==> src/rtl/ex_operand_stage_pkg.sv <==
// Shared types for the ID/EX operand stage: ALU opcodes, forwarding-source
// selector, the registered instruction payload and the write-back refresh helper.
package ex_operand_stage_pkg;

    localparam int CORE_XLEN       = 32;
    localparam int CORE_REG_ADDR_W = 5;

    // ALU operation; ALU_ADD is the all-zero encoding so a reset payload reads as ADD.
    typedef enum logic [3:0] {
        ALU_ADD  = 4'd0,
        ALU_SUB  = 4'd1,
        ALU_SLL  = 4'd2,
        ALU_SLT  = 4'd3,
        ALU_SLTU = 4'd4,
        ALU_XOR  = 4'd5,
        ALU_SRL  = 4'd6,
        ALU_SRA  = 4'd7,
        ALU_OR   = 4'd8,
        ALU_AND  = 4'd9
    } alu_t;

    // Where a forwarded source operand came from.
    typedef enum logic [1:0] {
        FWD_NONE  = 2'd0,
        FWD_EXMEM = 2'd1,
        FWD_MEMWB = 2'd2,
        FWD_ZERO  = 2'd3
    } fwd_sel_t;

    // Everything decode hands over for one instruction (handshake excluded).
    typedef struct packed {
        alu_t                         alu_ctrl;
        logic [CORE_REG_ADDR_W-1:0]   rs1_addr;
        logic [CORE_REG_ADDR_W-1:0]   rs2_addr;
        logic [CORE_XLEN-1:0]         rs1_data;
        logic [CORE_XLEN-1:0]         rs2_data;
        logic [CORE_REG_ADDR_W-1:0]   rd_addr;
        logic                         reg_write;
        logic [CORE_XLEN-1:0]         imm;
        logic [CORE_XLEN-1:0]         pc;
        logic [CORE_XLEN-1:0]         pc_plus_4;
        logic                         op1_pc;
        logic                         op2_imm;
        logic                         lui;
        logic                         jump;
    } id_ex_payload_t;

    // Overwrite stored source data with a MEM/WB write that targets it, so an
    // entry that sits in the stage while the producer retires never goes stale.
    function automatic id_ex_payload_t refresh_payload(
        input id_ex_payload_t              p,
        input logic                        wr_en,
        input logic [CORE_REG_ADDR_W-1:0]  rd,
        input logic [CORE_XLEN-1:0]        data
    );
        id_ex_payload_t r;
        r = p;
        if (wr_en && (rd != '0)) begin
            if (p.rs1_addr == rd) r.rs1_data = data;
            if (p.rs2_addr == rd) r.rs2_data = data;
        end
        return r;
    endfunction

endpackage

==> src/rtl/ex_operand_stage_fwd_mux.sv <==
// Forwarding mux for one source operand: x0 reads as zero, EX/MEM beats
// MEM/WB, otherwise the value read from the register file is used.
module ex_fwd_mux
    import ex_operand_stage_pkg::*;
#(
    parameter int XLEN       = CORE_XLEN,
    parameter int REG_ADDR_W = CORE_REG_ADDR_W
) (
    input  logic [REG_ADDR_W-1:0] rs_addr,
    input  logic [XLEN-1:0]       rs_data,
    input  logic                  exmem_wr_en,
    input  logic [REG_ADDR_W-1:0] exmem_rd,
    input  logic [XLEN-1:0]       exmem_data,
    input  logic                  memwb_wr_en,
    input  logic [REG_ADDR_W-1:0] memwb_rd,
    input  logic [XLEN-1:0]       memwb_data,
    output logic [XLEN-1:0]       fwd_data,
    output fwd_sel_t              fwd_sel
);

    // Priority select of the forwarding source, youngest producer first.
    always_comb begin
        fwd_sel  = FWD_NONE;
        fwd_data = rs_data;
        if (rs_addr == '0) begin
            fwd_sel  = FWD_ZERO;
            fwd_data = '0;
        end else if (exmem_wr_en && (exmem_rd == rs_addr)) begin
            fwd_sel  = FWD_EXMEM;
            fwd_data = exmem_data;
        end else if (memwb_wr_en && (memwb_rd == rs_addr)) begin
            fwd_sel  = FWD_MEMWB;
            fwd_data = memwb_data;
        end
    end

endmodule

==> src/rtl/ex_operand_stage.sv <==
// ID/EX operand stage: two-entry (main + skid) holding register in front of
// the ALU, with operand forwarding and operand-source selection on the output.
module ex_operand_stage
    import ex_operand_stage_pkg::*;
#(
    parameter int XLEN       = CORE_XLEN,
    parameter int REG_ADDR_W = CORE_REG_ADDR_W
) (
    input  logic                  clk,
    input  logic                  reset,
    input  logic                  flush,
    input  logic                  in_valid,
    output logic                  in_ready,
    input  alu_t                  in_alu_ctrl,
    input  logic [REG_ADDR_W-1:0] in_rs1_addr,
    input  logic [REG_ADDR_W-1:0] in_rs2_addr,
    input  logic [XLEN-1:0]       in_rs1_data,
    input  logic [XLEN-1:0]       in_rs2_data,
    input  logic [REG_ADDR_W-1:0] in_rd_addr,
    input  logic                  in_reg_write,
    input  logic [XLEN-1:0]       in_imm,
    input  logic [XLEN-1:0]       in_pc,
    input  logic [XLEN-1:0]       in_pc_plus_4,
    input  logic                  in_op1_pc,
    input  logic                  in_op2_imm,
    input  logic                  in_lui,
    input  logic                  in_jump,
    input  logic                  exmem_wr_en,
    input  logic [REG_ADDR_W-1:0] exmem_rd,
    input  logic [XLEN-1:0]       exmem_data,
    input  logic                  memwb_wr_en,
    input  logic [REG_ADDR_W-1:0] memwb_rd,
    input  logic [XLEN-1:0]       memwb_data,
    output logic                  out_valid,
    input  logic                  out_ready,
    output alu_t                  alu_ctrl,
    output logic [XLEN-1:0]       op1,
    output logic [XLEN-1:0]       op2,
    output logic                  lui,
    output logic                  jump,
    output logic [XLEN-1:0]       imm,
    output logic [XLEN-1:0]       pc_plus_4,
    output logic [XLEN-1:0]       rs2_fwd,
    output logic [REG_ADDR_W-1:0] rd_addr,
    output logic                  reg_write
);

    // Handshake: a transfer happens on a rising edge where valid and ready are
    // both high; a valid producer holds its payload stable until it transfers.
    // in_ready depends only on registered state (and reset), never on
    // out_ready, so downstream stalls are absorbed by the skid entry.

    id_ex_payload_t main_q, skid_q;
    logic           main_valid, skid_valid;
    id_ex_payload_t in_pl, in_ref, main_ref, skid_ref;
    logic           accept, drain;
    logic [XLEN-1:0] rs1_fwd, rs2_val;
    fwd_sel_t       rs1_sel, rs2_sel;

    assign in_pl = '{
        alu_ctrl:  in_alu_ctrl,
        rs1_addr:  in_rs1_addr,
        rs2_addr:  in_rs2_addr,
        rs1_data:  in_rs1_data,
        rs2_data:  in_rs2_data,
        rd_addr:   in_rd_addr,
        reg_write: in_reg_write,
        imm:       in_imm,
        pc:        in_pc,
        pc_plus_4: in_pc_plus_4,
        op1_pc:    in_op1_pc,
        op2_imm:   in_op2_imm,
        lui:       in_lui,
        jump:      in_jump
    };

    assign in_ready  = !skid_valid && !reset;
    assign out_valid = main_valid;
    assign accept    = in_valid && in_ready;
    assign drain     = main_valid && out_ready;

    // Apply this cycle's MEM/WB write to the incoming and both held entries.
    always_comb begin
        in_ref   = refresh_payload(in_pl,  memwb_wr_en, memwb_rd, memwb_data);
        main_ref = refresh_payload(main_q, memwb_wr_en, memwb_rd, memwb_data);
        skid_ref = refresh_payload(skid_q, memwb_wr_en, memwb_rd, memwb_data);
    end

    // Main/skid occupancy and payload update; flush drops everything held.
    always_ff @(posedge clk) begin
        if (reset) begin
            main_valid <= 1'b0;
            skid_valid <= 1'b0;
            main_q     <= '0;
            skid_q     <= '0;
        end else begin
            main_q <= main_ref;
            skid_q <= skid_ref;
            if (flush) begin
                main_valid <= 1'b0;
                skid_valid <= 1'b0;
            end else if (!main_valid) begin
                if (accept) begin
                    main_q     <= in_ref;
                    main_valid <= 1'b1;
                end
            end else if (drain) begin
                if (skid_valid) begin
                    main_q     <= skid_ref;
                    skid_valid <= 1'b0;
                end else if (accept) begin
                    main_q <= in_ref;
                end else begin
                    main_valid <= 1'b0;
                end
            end else if (accept) begin
                skid_q     <= in_ref;
                skid_valid <= 1'b1;
            end
        end
    end

    ex_fwd_mux #(.XLEN(XLEN), .REG_ADDR_W(REG_ADDR_W)) u_fwd_rs1 (
        .rs_addr     (main_q.rs1_addr),
        .rs_data     (main_q.rs1_data),
        .exmem_wr_en (exmem_wr_en),
        .exmem_rd    (exmem_rd),
        .exmem_data  (exmem_data),
        .memwb_wr_en (memwb_wr_en),
        .memwb_rd    (memwb_rd),
        .memwb_data  (memwb_data),
        .fwd_data    (rs1_fwd),
        .fwd_sel     (rs1_sel)
    );

    ex_fwd_mux #(.XLEN(XLEN), .REG_ADDR_W(REG_ADDR_W)) u_fwd_rs2 (
        .rs_addr     (main_q.rs2_addr),
        .rs_data     (main_q.rs2_data),
        .exmem_wr_en (exmem_wr_en),
        .exmem_rd    (exmem_rd),
        .exmem_data  (exmem_data),
        .memwb_wr_en (memwb_wr_en),
        .memwb_rd    (memwb_rd),
        .memwb_data  (memwb_data),
        .fwd_data    (rs2_val),
        .fwd_sel     (rs2_sel)
    );

    assign alu_ctrl  = main_q.alu_ctrl;
    assign op1       = main_q.op1_pc  ? main_q.pc  : rs1_fwd;
    assign op2       = main_q.op2_imm ? main_q.imm : rs2_val;
    assign rs2_fwd   = rs2_val;
    assign lui       = main_q.lui;
    assign jump      = main_q.jump;
    assign imm       = main_q.imm;
    assign pc_plus_4 = main_q.pc_plus_4;
    assign rd_addr   = main_q.rd_addr;
    assign reg_write = main_q.reg_write && main_valid;

    // A zero-register source must always forward zero regardless of bypass traffic.
    a_rs1_zero: assert property (@(posedge clk) disable iff (reset)
        (rs1_sel == FWD_ZERO) |-> (rs1_fwd == '0));
    a_rs2_zero: assert property (@(posedge clk) disable iff (reset)
        (rs2_sel == FWD_ZERO) |-> (rs2_val == '0));

endmodule

==> config.mk <==
export PLATFORM = sky130hd
export DESIGN_NAME = ex_operand_stage
export DESIGN_NICKNAME = d
export VERILOG_FILES = /design/src/rtl/ex_operand_stage_pkg.sv /design/src/rtl/ex_operand_stage_fwd_mux.sv /design/src/rtl/ex_operand_stage.sv
export SDC_FILE = /design/constraint.sdc
export NUM_CORES = 1
export LEC_CHECK = 0
export BUFFER_PORTS_ARGS = -buffer_cell sky130_fd_sc_hd__buf_2
export CAP_MARGIN = 10
export CORE_MARGIN = 1.5
export CORE_UTILIZATION = 55
export DETAILED_ROUTE_END_ITERATION = 16
export PLACE_DENSITY = 0.81
export SYNTH_ARGS = -nofsm -noshare
export SYNTH_HDL_FRONTEND = slang
export SYNTH_HIERARCHICAL = 1
export SYNTH_SLANG_ARGS = --single-unit
==> constraint.sdc <==
create_clock -name clk -period 2.8 [get_ports clk]
set_input_delay 0.14 -clock clk [delete_from_list [all_inputs] [get_ports clk]]
set_output_delay 0.14 -clock clk [all_outputs]
set_load 0.005 [all_outputs]
==> impl_metrics.tcl <==
set metrics [dict create \
    finalPower_mw 13.32 \
    mostFrequentLayoutCells "buf_2, dfxtp_1, nand2_1" \
    clock_skew_ns 0.02479 \
    finalHoldViolCount 0 \
    start_util 0.5570 \
    hold_class "in -> reg" \
    final_area_um2 27350 \
    clock_power_share 0.418 \
    cts_sinks 370 \
    overflow 0 \
    nets 3103 \
    yosys_warnings 6 \
    syn-num-nets 2668 \
    p_switching_mw 3.781 \
    mappedNetlistArea_um2 20300 \
    wl_per_cell_um 25.46 \
    crit_path_end_kind "primary output" \
    dieArea_um2 38060 \
    grt_max_degree 211 \
    antenna_left 0 \
    drive_above_1_share 0.3005 \
    grt_pass1_wl_mm 123.9 \
    fin_crit_ns 2.944 \
    p_int_mw 9.536 \
    cts_root_buf "clkbuf_16" \
    drtPass1Iterations 6 \
    relSlewSlack 0.2958 \
    rows 70 \
    die_y_um 195.1 \
    layout.cells.non_filler 3346 \
    io_pins 439 \
    area_growth_pct 34.75 \
    fmax_mhz 339.7 \
    hpwl_mm 51.28 \
    setup_viol_count_final 60 \
    powerDensity_nw_per_um2 487.0 \
    status "finished, violations left" \
    chipWidth_um 195.1 \
    combPwrFrac 0.168 \
    syn_avg_cell_area_um2 8.446 \
    antenna_found_initial 15 \
    vias 22560 \
    routed_wirelength_mm 85.19 \
    place_area_um2 22240 \
    drc 0 \
    port-buffer-count 438 \
    gr-usage-all-layers 0.4125 \
    avgViaCountPerCell 6.741 \
    coreArea_um2 36430 \
    rsz0062_at_grt "yes" \
    leakagePower_nw 9.904 \
    cp.required_ns 2.66 \
    violations "setup timing" \
    path_clk_slew_ns 0.07 \
    cts_buffers 40 \
    tightest_slew_ns 1.056 \
    arrival_ns 2.80 \
    startpoint_type "register" \
    fin_crit_sh 1.051 \
    path_class "reg -> out" \
    worstPathMaxFanout 21 \
    irDropWorstVdd_mv 0.5230 \
    sw_frac_of_total 0.2839 \
    drv_slew 0 \
    drtIter0Drc 3312 \
    max_cap_viol_count 0 \
    pwr-share-seq 0.414 \
    insertion_delay_ns 0.59 \
    clock_path_buffers 3 \
    routabilityCongestion 0.9814 \
    cts-htree-levels 2 \
    fin_ws_ns -0.1436 \
    placedCellCount 3039 \
    synth_cells 2403 \
    final_common_cell "buf_2" \
    grt_pass1_vias 21430 \
    cts_tree "built" \
]
worst max-delay path, cell delays in order, from the launching register on:
cell,delay [ns]
dfxtp_2,0.37
xnor2_2,0.21
nand2_2,0.27
buf_4,0.27
o21ai_0,0.45
a31oi_1,0.22
mux2_2,0.30
buf_2,0.13
sequential cells by signal, summed over array words and instances, names as in the netlist:
register and count:
rd_addr 5, jump 1, imm 32, out_valid 1
skid_q 184, pc_plus_4 32, skid_valid 1, lui 1
alu_ctrl 4, main_q 109
per-layer routing:
metal	share of wire	track usage	routed length [um]
met1	0.37	0.5347	31940
met2	0.44	0.6316	37340
met3	0.13	0.1161	11030
met4	0.056	0.2007	4779
met5	0.0013	0	108
per-stage QoR:
stage | hold slack [ns] | util | TNS [ns] | worst slack (ns)
2_1_floorplan | 0.2315 | - | 0 | 0.8032
3_3_place_gp | 0.3896 | 0.6103 | 0 | 0.09417
3_5_place_dp | 0.3971 | 0.6103 | 0 | 0.07872
4_1_cts | 0.009600 | 0.7167 | -1.322 | -0.08504
5_1_grt | 0.04049 | 0.7502 | -4.648 | -0.1488
6_report | 0.03645 | 0.7506 | -2.879 | -0.1436
power groups by stage:
stage                     logic (mW)  registers, mW  clock network, mW
after floorplan                 1.01           5.56                  0
after global placement          1.64           5.61                  0
after detailed placement        1.67           5.62                  0
after CTS                       1.96           5.50               5.55
after global routing            2.32           5.52               5.77
final                           2.23           5.51               5.57
area by class of cell:
type                            instances  area (um^2)
Multi-Input combinational cell       1703        12540
Tap cell                              468        585.6
Clock buffer                           59         1172
Fill cell                            2386         9087
Antenna cell                            9        22.52
Sequential cell                       370         7431
Inverter                                2        7.507
Timing Repair Buffer                  721         5379
Clock inverter                         14        206.4
path summary, 6_finish.rpt:
kind / start / endpoint / slack [ns] / cells past startpoint
min: memwb_data[11] / skid_q[117] / 0.04 / 3
min reg2reg: skid_q[86] / skid_q[86] / 0.46 / 2
max reg2reg: out_valid / skid_q[171] / 0.38 / 6
max: main_q[173] / op2[5] / -0.14 / 7
timing repair:
item                                    in CTS  in global routing
endpoints found under the setup margin      96                 66
gates cloned                                 2                  5
hold buffers                               205                  0
gates resized for setup                     66                211
hold endpoints to repair                   366                  0
pin swaps                                    5                 14
buffers inserted                             7                  6
Power figures use the tool's default switching activity.
